===== src/rtl/mult_div_unit.sv =====
//------------------------------------------------------------------------------
// mult_div_unit
//   Iterative WIDTH-bit multiply/divide unit (MULT/MULTU/DIV/DIVU).
//   Shift-add multiply and restoring divide, one bit per cycle, WIDTH cycles.
//   Produces HI/LO and a combinational stall for the single-cycle core.
// Revision: 1.0 - initial release
//------------------------------------------------------------------------------
`default_nettype none

module mult_div_unit #(
  parameter int WIDTH = 16
) (
  input  logic             clock,
  input  logic             reset,
  input  logic             start,
  input  logic [1:0]       op,
  input  logic [WIDTH-1:0] operand_a,
  input  logic [WIDTH-1:0] operand_b,
  output logic             stall,
  output logic             ready,
  output logic [WIDTH-1:0] hi,
  output logic [WIDTH-1:0] lo,
  output logic             div_by_zero
);

  localparam int CW = $clog2(WIDTH + 1);
  localparam logic [CW-1:0] CNT_LOAD = CW'(WIDTH);
  localparam logic [CW-1:0] CNT_ONE  = CW'(1);

  localparam logic [1:0] S_IDLE = 2'd0;
  localparam logic [1:0] S_BUSY = 2'd1;
  localparam logic [1:0] S_DONE = 2'd2;

  logic [1:0]       state_q, state_d;
  logic [CW-1:0]    cnt_q;
  logic             is_div_q;
  logic             neg_res_q;    // product or quotient must be negated
  logic             neg_rem_q;    // remainder takes dividend sign
  logic             b_zero_q;     // divide with zero divisor
  logic [WIDTH-1:0] opnd_q;       // multiplicand (mul) or divisor (div) magnitude
  logic [WIDTH-1:0] a_raw_q;      // dividend as presented, returned on divide by zero
  logic [WIDTH-1:0] rem_q;        // mul: upper partial product; div: partial remainder
  logic [WIDTH-1:0] quo_q;        // mul: multiplier/lower product; div: dividend/quotient
  logic [WIDTH-1:0] hi_q, lo_q;
  logic             ready_q;
  logic             dbz_q;

  // Accept decode and operand magnitudes for signed ops
  logic             accept;
  logic             is_signed;
  logic             a_neg, b_neg;
  logic [WIDTH-1:0] a_mag, b_mag;

  assign accept    = start & ((state_q == S_IDLE) | (state_q == S_DONE));
  assign is_signed = ~op[0];
  assign a_neg     = is_signed & operand_a[WIDTH-1];
  assign b_neg     = is_signed & operand_b[WIDTH-1];
  assign a_mag     = a_neg ? (~operand_a + 1'b1) : operand_a;
  assign b_mag     = b_neg ? (~operand_b + 1'b1) : operand_b;

  // One multiply step: conditionally add multiplicand, then shift the pair right
  logic [WIDTH:0]   mul_sum;
  logic [WIDTH-1:0] mul_rem_nx, mul_quo_nx;

  assign mul_sum    = {1'b0, rem_q} + (quo_q[0] ? {1'b0, opnd_q} : '0);
  assign mul_rem_nx = mul_sum[WIDTH:1];
  assign mul_quo_nx = {mul_sum[0], quo_q[WIDTH-1:1]};

  // One restoring divide step; the shifted remainder is below 2*divisor so the
  // difference sign bit alone tells whether the trial subtraction succeeded
  logic [WIDTH:0]   div_shift, div_diff;
  logic             div_ge;
  logic [WIDTH-1:0] div_rem_nx, div_quo_nx;

  assign div_shift  = {rem_q, quo_q[WIDTH-1]};
  assign div_diff   = div_shift - {1'b0, opnd_q};
  assign div_ge     = ~div_diff[WIDTH];
  assign div_rem_nx = div_ge ? div_diff[WIDTH-1:0] : div_shift[WIDTH-1:0];
  assign div_quo_nx = {quo_q[WIDTH-2:0], div_ge};

  // Sign-corrected final results, taken from the last iteration's outputs
  logic [2*WIDTH-1:0] prod, prod_fix;
  logic [WIDTH-1:0]   quo_fix, rem_fix;

  assign prod     = {mul_rem_nx, mul_quo_nx};
  assign prod_fix = neg_res_q ? (~prod + 1'b1) : prod;
  assign quo_fix  = neg_res_q ? (~div_quo_nx + 1'b1) : div_quo_nx;
  assign rem_fix  = neg_rem_q ? (~div_rem_nx + 1'b1) : div_rem_nx;

  // State register
  always_ff @(posedge clock or posedge reset) begin
    if (reset) state_q <= S_IDLE;
    else       state_q <= state_d;
  end

  // Next-state logic
  always_comb begin
    state_d = state_q;
    case (state_q)
      S_IDLE:  if (start) state_d = S_BUSY;
      S_BUSY:  if (cnt_q == CNT_ONE) state_d = S_DONE;
      S_DONE:  state_d = start ? S_BUSY : S_IDLE;
      default: state_d = S_IDLE;
    endcase
  end

  // Output logic: hold the PC from the request cycle through the last BUSY cycle
  always_comb begin
    stall = (start & ((state_q == S_IDLE) | (state_q == S_DONE))) | (state_q == S_BUSY);
  end

  // Datapath: operand capture, iteration and result commit
  always_ff @(posedge clock or posedge reset) begin
    if (reset) begin
      cnt_q     <= '0;
      is_div_q  <= 1'b0;
      neg_res_q <= 1'b0;
      neg_rem_q <= 1'b0;
      b_zero_q  <= 1'b0;
      opnd_q    <= '0;
      a_raw_q   <= '0;
      rem_q     <= '0;
      quo_q     <= '0;
      hi_q      <= '0;
      lo_q      <= '0;
      ready_q   <= 1'b0;
      dbz_q     <= 1'b0;
    end else begin
      ready_q <= 1'b0;
      if (accept) begin
        cnt_q     <= CNT_LOAD;
        is_div_q  <= op[1];
        neg_res_q <= a_neg ^ b_neg;
        neg_rem_q <= a_neg;
        b_zero_q  <= op[1] & (operand_b == '0);
        opnd_q    <= op[1] ? b_mag : a_mag;
        a_raw_q   <= operand_a;
        rem_q     <= '0;
        quo_q     <= op[1] ? a_mag : b_mag;
      end else if (state_q == S_BUSY) begin
        cnt_q <= cnt_q - CNT_ONE;
        rem_q <= is_div_q ? div_rem_nx : mul_rem_nx;
        quo_q <= is_div_q ? div_quo_nx : mul_quo_nx;
        if (cnt_q == CNT_ONE) begin
          ready_q <= 1'b1;
          dbz_q   <= b_zero_q;
          if (!is_div_q) begin
            hi_q <= prod_fix[2*WIDTH-1:WIDTH];
            lo_q <= prod_fix[WIDTH-1:0];
          end else if (b_zero_q) begin
            hi_q <= a_raw_q;
            lo_q <= '1;
          end else begin
            hi_q <= rem_fix;
            lo_q <= quo_fix;
          end
        end
      end
    end
  end

  assign ready       = ready_q;
  assign hi          = hi_q;
  assign lo          = lo_q;
  assign div_by_zero = dbz_q;

endmodule

`default_nettype wire

===== config.mk =====
export PLATFORM = sky130hd
export DESIGN_NAME = mult_div_unit
export DESIGN_NICKNAME = d
export VERILOG_FILES = /design/src/rtl/mult_div_unit.sv
export SDC_FILE = /design/constraint.sdc
export NUM_CORES = 1
export LEC_CHECK = 0
export BUFFER_PORTS_ARGS = -buffer_cell sky130_fd_sc_hd__buf_2
export CORE_MARGIN = 4
export CORE_UTILIZATION = 60
export CTS_CLUSTER_DIAMETER = 100
export DETAILED_ROUTE_END_ITERATION = 10
export GPL_TIMING_DRIVEN = 0
export PLACE_DENSITY = 0.82
export SLEW_MARGIN = 20
export SYNTH_ARGS = -nofsm -noshare
export SYNTH_HDL_FRONTEND = slang
export SYNTH_SLANG_ARGS = --single-unit

===== constraint.sdc =====
create_clock -name clock -period 5.9 [get_ports clock]
set_clock_uncertainty 0.15 [all_clocks]
set_input_delay 0.59 -clock clock [delete_from_list [all_inputs] [get_ports clock]]
set_output_delay 0.59 -clock clock [all_outputs]
set_load 0.05 [all_outputs]

==> flow_summary.json, run 1 <==
{
  "cp.arrival_ps": 5850,
  "start_util": 0.616,
  "numCtsBuffers": 9,
  "num-fill-cells": 1358,
  "grt_max_degree": 58,
  "synth_cell_type_count": 88,
  "syn_area_mm2": 0.00940,
  "finalInstanceArea_mm2": 0.0104,
  "grt_pass1_wl_mm": 48.7,
  "syn-num-nets": 1279,
  "floorplan.io_pins": 72,
  "r2r_start": "quo_q[15]",
  "post_cts_buffers": 0,
  "yosysWarnings": 0,
  "status": "complete, no violations",
  "drt_wl_total_mm": 31.2,
  "cts-root-buf": "clkbuf_16",
  "dr.max_layer_used": "met4",
  "first_iter_violations": 1094,
  "drt-pass1-iter-count": 5,
  "htreeDepth": 3,
  "fin_nets": 1362,
  "antenna_found_initial": 0,
  "ant_nets": 0,
  "worstPathMaxFanout": 10,
  "r2r_cells": 20,
  "chipWidth_um": 133,
  "wl_met2_mm": 13.6,
  "cts_num_sinks": 109,
  "die_y_um": 133,
  "gr-total-overflow": 0,
  "slew_violations": 0,
  "critPathCaptureType": "flip-flop",
  "placed_area_mm2": 0.0101,
  "synth-seq-area-share": 0.290,
  "crit_required_ps": 5970,
  "grt.total_usage": 0.347,
  "crit_chain": "buf_2 -> inv_1 -> ha_1 -> inv_1 -> fa_1 -> a21o_1 -> a311oi_2 -> nor3_1 -> o21a_2 -> nor2_4 -> buf_4 -> mux2i_1 -> ha_1 -> nand3b_1 -> or4_1 -> a21oi_1 -> a31oi_1 -> and4_1 -> a2111oi_2 -> o31ai_1",
  "critPathMaxStageDelay_ps": 530,
  "wl_per_cell_um": 20.8,
  "async_reset_ff_frac": 1.00,
  "first_global_vias": 8943,
  "slew_headroom": 0.436,
  "timing.fmax_mhz": 173,
  "clk_pin_slew_worst_paths_ps": 80,
  "core_area_mm2": 0.0153,
  "syn-instance-count": 1201,
  "start_kind": "flip-flop",
  "drc_errors": 0,
  "ys_ff_latch": 109,
  "n_antenna_cell": 0,
  "drv_cap": 0,
  "clock_insertion_delay_worst_skew_ps": 370,
  "worst_pin_slew_ps": 845,
  "vias": 9780,
  "synth_edf_count": 0,
  "layout.area.seq_mm2": 0.00273,
  "dr_wl_met3_mm": 3.56,
  "startpoint": "quo_q[15]",
  "cts_tree": "done",
  "met1_length_mm": 12.4,
  "finalCritPeriodShare": 0.979,
  "rows": 45,
  "cts_buffer_depth": 2,
  "place_congestion": 1.02,
  "endpoint": "hi[10]",
  "layout-drive-gt1-share": 0.102,
  "hold_viol": 0,
  "via_per_inst": 6.52,
  "avgSynthCellArea_um2": 7.83,
  "hpwlAfterDp_mm": 24.4,
  "hold_buffers": 0,
  "slowest_stage": "a2111oi_2",
  "areaGrowthSynthToFinish_pct": 10.4,
  "finalSetupViolCount": 0,
  "dieArea_mm2": 0.0177,
  "rr_endpoint": "hi[10]",
  "r2r_setup_slack_ps": 130,
  "synth_flop_cell": "dfrtp_1",
  "critPathKind": "reg2reg",
  "period_needed_ps": 5770,
  "portBuffers": 71,
  "min_path_type": "in2async",
  "multiInputGateArea_mm2": 0.00618
}
## critical path, delay by kind of cell (launching register included)
family	cells	cell delay, ps
AOI/OAI and AO/OA	7	1900
buffers and inverters	4	650
DFF	1	370
muxes	1	400
and+or+nand+nor	5	1290
adders and majority gates	3	870
## cell usage in the layout (no fill, tap or decap), drive strengths merged, types with 6 or more instances in the layout
cell type / count
ha: 39
or3: 14
nand3: 17
dfrtp: 109
nand2: 178
mux2i: 34
xor2: 33
o22ai: 22
inv: 48
a21o: 16
nor2b: 7
nor4: 12
o211ai: 23
a21oi: 72
xnor2: 57
nand2b: 12
o21a: 14
a31o: 6
nand4: 8
a211o: 9
nor3: 29
o21ai: 115
mux2: 6
o31ai: 27
clkbuf: 73
nor2: 101
a211oi: 9
and3: 8
a22o: 10
buf: 86
and2: 13
## how the worst min path moves through the flow
| stage | cells after the start | from | slack (ps) | to |
|---|---|---|---|---|
| final | 2 | reset | 110 | quo_q[5] |
| after global routing | 2 | reset | 160 | quo_q[5] |
| after CTS | 2 | reset | 140 | quo_q[5] |
| after detailed placement | 2 | hi[0] | 320 | hi[0] |
| after global placement | 2 | lo[12] | 310 | lo[12] |
| after floorplan | 2 | a_raw_q[2] | 290 | a_raw_q[2] |
## Yosys cell counts (5+ instances only)
cell | n | area [µm²]
and3_1 | 7 | 43.8
a2111o_1 | 5 | 56.3
and2_1 | 12 | 75.1
nand4_1 | 7 | 43.8
a21o_1 | 16 | 120
a211o_1 | 9 | 78.8
a311oi_1 | 5 | 43.8
a31o_2 | 5 | 43.8
o211ai_1 | 23 | 173
dfrtp_1 | 109 | 2730
mux2_2 | 5 | 56.3
o21ai_0 | 112 | 561
nand2_1 | 178 | 668
o22ai_1 | 22 | 138
o2111a_1 | 5 | 56.3
nor4_1 | 11 | 68.8
nor3_1 | 28 | 140
clkbuf_1 | 64 | 240
a211oi_1 | 9 | 67.6
a22o_1 | 10 | 87.6
nand3_1 | 17 | 85.1
nand2b_1 | 12 | 75.1
inv_1 | 42 | 158
buf_1 | 5 | 18.8
nor2b_1 | 7 | 43.8
ha_1 | 39 | 488
xnor2_1 | 56 | 490
or3_1 | 13 | 81.3
o31ai_1 | 26 | 195
a21oi_1 | 72 | 360
mux2i_1 | 34 | 340
nor2_1 | 99 | 372
xor2_1 | 33 | 289
o21a_1 | 13 | 97.6
## repair_timing
item	CTS	global route
setup endpoints to repair	1	1
resized for setup	1	2
pin swaps	0	1
## cells by family after synthesis
kind of cell | count (synthesis) | synth area share
fa+ha+maj | 41 | 0.0562
compound gates | 380 | 0.266
flops | 109 | 0.290
buf+inv | 124 | 0.0536
xor+xnor | 90 | 0.0847
mux | 40 | 0.0434
simple gates | 417 | 0.206
## through the flow
stage	util	setup slack, ps	TNS, ps	hold WS, ps	cells
after floorplan	-	1280	0	287	1201
after global placement	0.657	-18.9	-18.9	306	1483
after detailed placement	0.659	-44.3	-44.3	316	1484
after CTS	0.679	80.4	0	137	1500
after global routing	0.680	-59.3	-59.3	156	1500
final	0.680	125	0	111	1500
## metal layers
layer / vias up / track usage
met5: - / 0
met4: 0 / 0.169
met3: 103 / 0.0752
met2: 634 / 0.526
met1: 4546 / 0.473
li1: 4497 / -
## flip-flops by register name, indices dropped and copies added, names as in the netlist, 2 cells and up
name and count:
a_raw_q 16, hi 16, lo 16, opnd_q 16
quo_q 16, rem_q 16, cnt_q 5, state_q 2
## cell type report
class                   count  share of cell area
multi-input cells         968               0.596
clock buffers               9              0.0217
repair buffers             72              0.0369
inverters                  46              0.0171
clock inverters             7             0.00808
well taps                 211              0.0255
plain buffers              78              0.0320
flip-flops and latches    109               0.263
Power of run 1 is not shown: default switching activity piles up to over one toggle a cycle in this logic, so the estimate is an artifact.
==> run 2: changes to the inputs <==
--- a/config.mk
+++ b/config.mk
@@ -12,6 +12,7 @@
 export DETAILED_ROUTE_END_ITERATION = 10
 export GPL_TIMING_DRIVEN = 0
 export PLACE_DENSITY = 0.82
+export REMOVE_ABC_BUFFERS = 1
 export SLEW_MARGIN = 20
 export SYNTH_ARGS = -nofsm -noshare
 export SYNTH_HDL_FRONTEND = slang
==> run 2 against run 1 <==
  * Critical path depth is 2 lower
  * Setup slack better by 250 ps
  * Flip-flop and latch count did not move
  * Cell area fell by 2.0%
  * Die area unchanged
  * Clock-buffer cell count rose by 2
  * Sequential share of layout area is 0.58 points higher
  * Hold slack better by 18 ps
  * Maximum frequency grew 4.5%
  * Via count shrank 4.6%
==> flow_summary.json, run 2 (same netlist as run 1, synthesis figures left out) <==
{
  "drc_errors": 0,
  "vias": 9329,
  "grt_setup_unrepaired": "false",
  "worst_pin_slew_ps": 1030,
  "core_area_mm2": 0.0153,
  "antenna_found_initial": 0,
  "drt_wl_total_mm": 27.2,
  "status": "complete, no violations",
  "rows": 45,
  "first_global_vias": 8575,
  "cts_buffer_depth": 2,
  "final_cell_mix": "nand2_1 (177), o21ai_0 (112), dfrtp_1 (107), nor2_1 (98), a21oi_1 (72)",
  "htreeDepth": 3,
  "n_antenna_cell": 0,
  "layout-drive-gt1-share": 0.111,
  "grt_pass1_wl_mm": 43.7,
  "place_congestion": 0.953,
  "hold_viol": 0,
  "finalSetupViolCount": 0,
  "period_needed_ps": 5530,
  "gr-total-overflow": 0,
  "critPathCaptureType": "flip-flop",
  "cp.arrival_ps": 5600,
  "ant_nets": 0,
  "tns_ps": 0,
  "final_common_cell": "nand2_1",
  "portBuffers": 71,
  "grt.total_usage": 0.302,
  "clock_insertion_delay_worst_skew_ps": 360,
  "areaGrowthSynthToFinish_pct": 8.19,
  "slew_violations": 0,
  "grt_util_met2": 0.481,
  "wl_per_cell_um": 19.0,
  "chipWidth_um": 133,
  "crit_required_ps": 5980,
  "worstPathMaxFanout": 15,
  "start_kind": "flip-flop",
  "drv_cap": 0,
  "timing.fmax_mhz": 181,
  "grt.busiest_layer": "met2",
  "cts_tree": "done",
  "hpwlAfterDp_mm": 20.0,
  "num-fill-cells": 1323,
  "first_iter_violations": 904,
  "cts_num_sinks": 109,
  "dieArea_mm2": 0.0177,
  "drt-pass1-iter-count": 5,
  "cts-root-buf": "clkbuf_16",
  "via_per_inst": 6.52,
  "grtUsageMet3": 0.0548,
  "grt_max_degree": 64,
  "grt_util_met1": 0.410,
  "numCtsBuffers": 9,
  "clk_pin_slew_worst_paths_ps": 80,
  "critPathKind": "reg2reg",
  "start_util": 0.616,
  "fin_nets": 1293,
  "finalCritPeriodShare": 0.937,
  "die_y_um": 133,
  "min_path_type": "in2async",
  "floorplan.io_pins": 72,
  "slew_headroom": 0.312
}
run 2: worst paths after layout:
kind                            from  depth (start not counted)        end  slack [ps]
max reg2reg                quo_q[15]                         18     hi[10]         370
max in group asynchronous      reset                          3  neg_res_q        4800
min in group clock             hi[1]                          1      hi[1]         320
min reg2reg                    hi[1]                          1      hi[1]         320
max                        quo_q[15]                         18     hi[10]         370
min                            reset                          2      hi[3]         130
run 2: per-stage QoR:
step | setup slack [ps] | utilization | instances | hold WS [ps] | instance area, µm²
2_1_floorplan | 1170 | - | 1123 | 287 | 9070
3_3_place_gp | 41.6 | 0.635 | 1405 | 302 | 9690
3_5_place_dp | 149 | 0.646 | 1411 | 313 | 9850
4_1_cts | 111 | 0.664 | 1427 | 152 | 10100
5_1_grt | 18.7 | 0.666 | 1431 | 171 | 10200
6_report | 374 | 0.666 | 1431 | 129 | 10200
run 2: repair_timing:
item                                    in CTS  in global routing
endpoints found under the setup margin       0                  2
setup buffers                                0                  4
hold endpoints to repair                     0                  0
resized for setup                            0                  1
hold buffers                                 0                  0
run 2: final cells by class:
| class | count | area [µm²] | area share |
|---|---|---|---|
| Sequential cell | 109 | 2730 | 0.269 |
| Clock inverter | 5 | 35.0 | 0.00345 |
| Clock buffer | 11 | 243 | 0.0239 |
| Inverter | 46 | 178 | 0.0175 |
| Tap cell | 211 | 264 | 0.0260 |
| Multi-Input combinational cell | 968 | 6200 | 0.610 |
| Timing Repair Buffer | 81 | 518 | 0.0509 |
run 2: critical path, cell delays in order, from the launching register on:
cell and delay, ps:
dfrtp_1 530, inv_1 110, ha_1 180, inv_1 60, fa_1 430, a21o_1 250, a311oi_1 470, nor3_1 250
nor3_4 560, nor2_4 140, mux2i_1 320, ha_1 290, nand3b_1 120, or4_1 450, a21oi_1 180, a31oi_1 120
and4_1 240, a2111oi_0 400, o31ai_1 120
run 2: per-layer routing:
layer  vias up  wire, µm
met3        68      2380
li1       4355         -
met1      4458     11500
met5         -         0
met2       448     12400
met4         0       902
Power of run 2 is left out for the same reason.
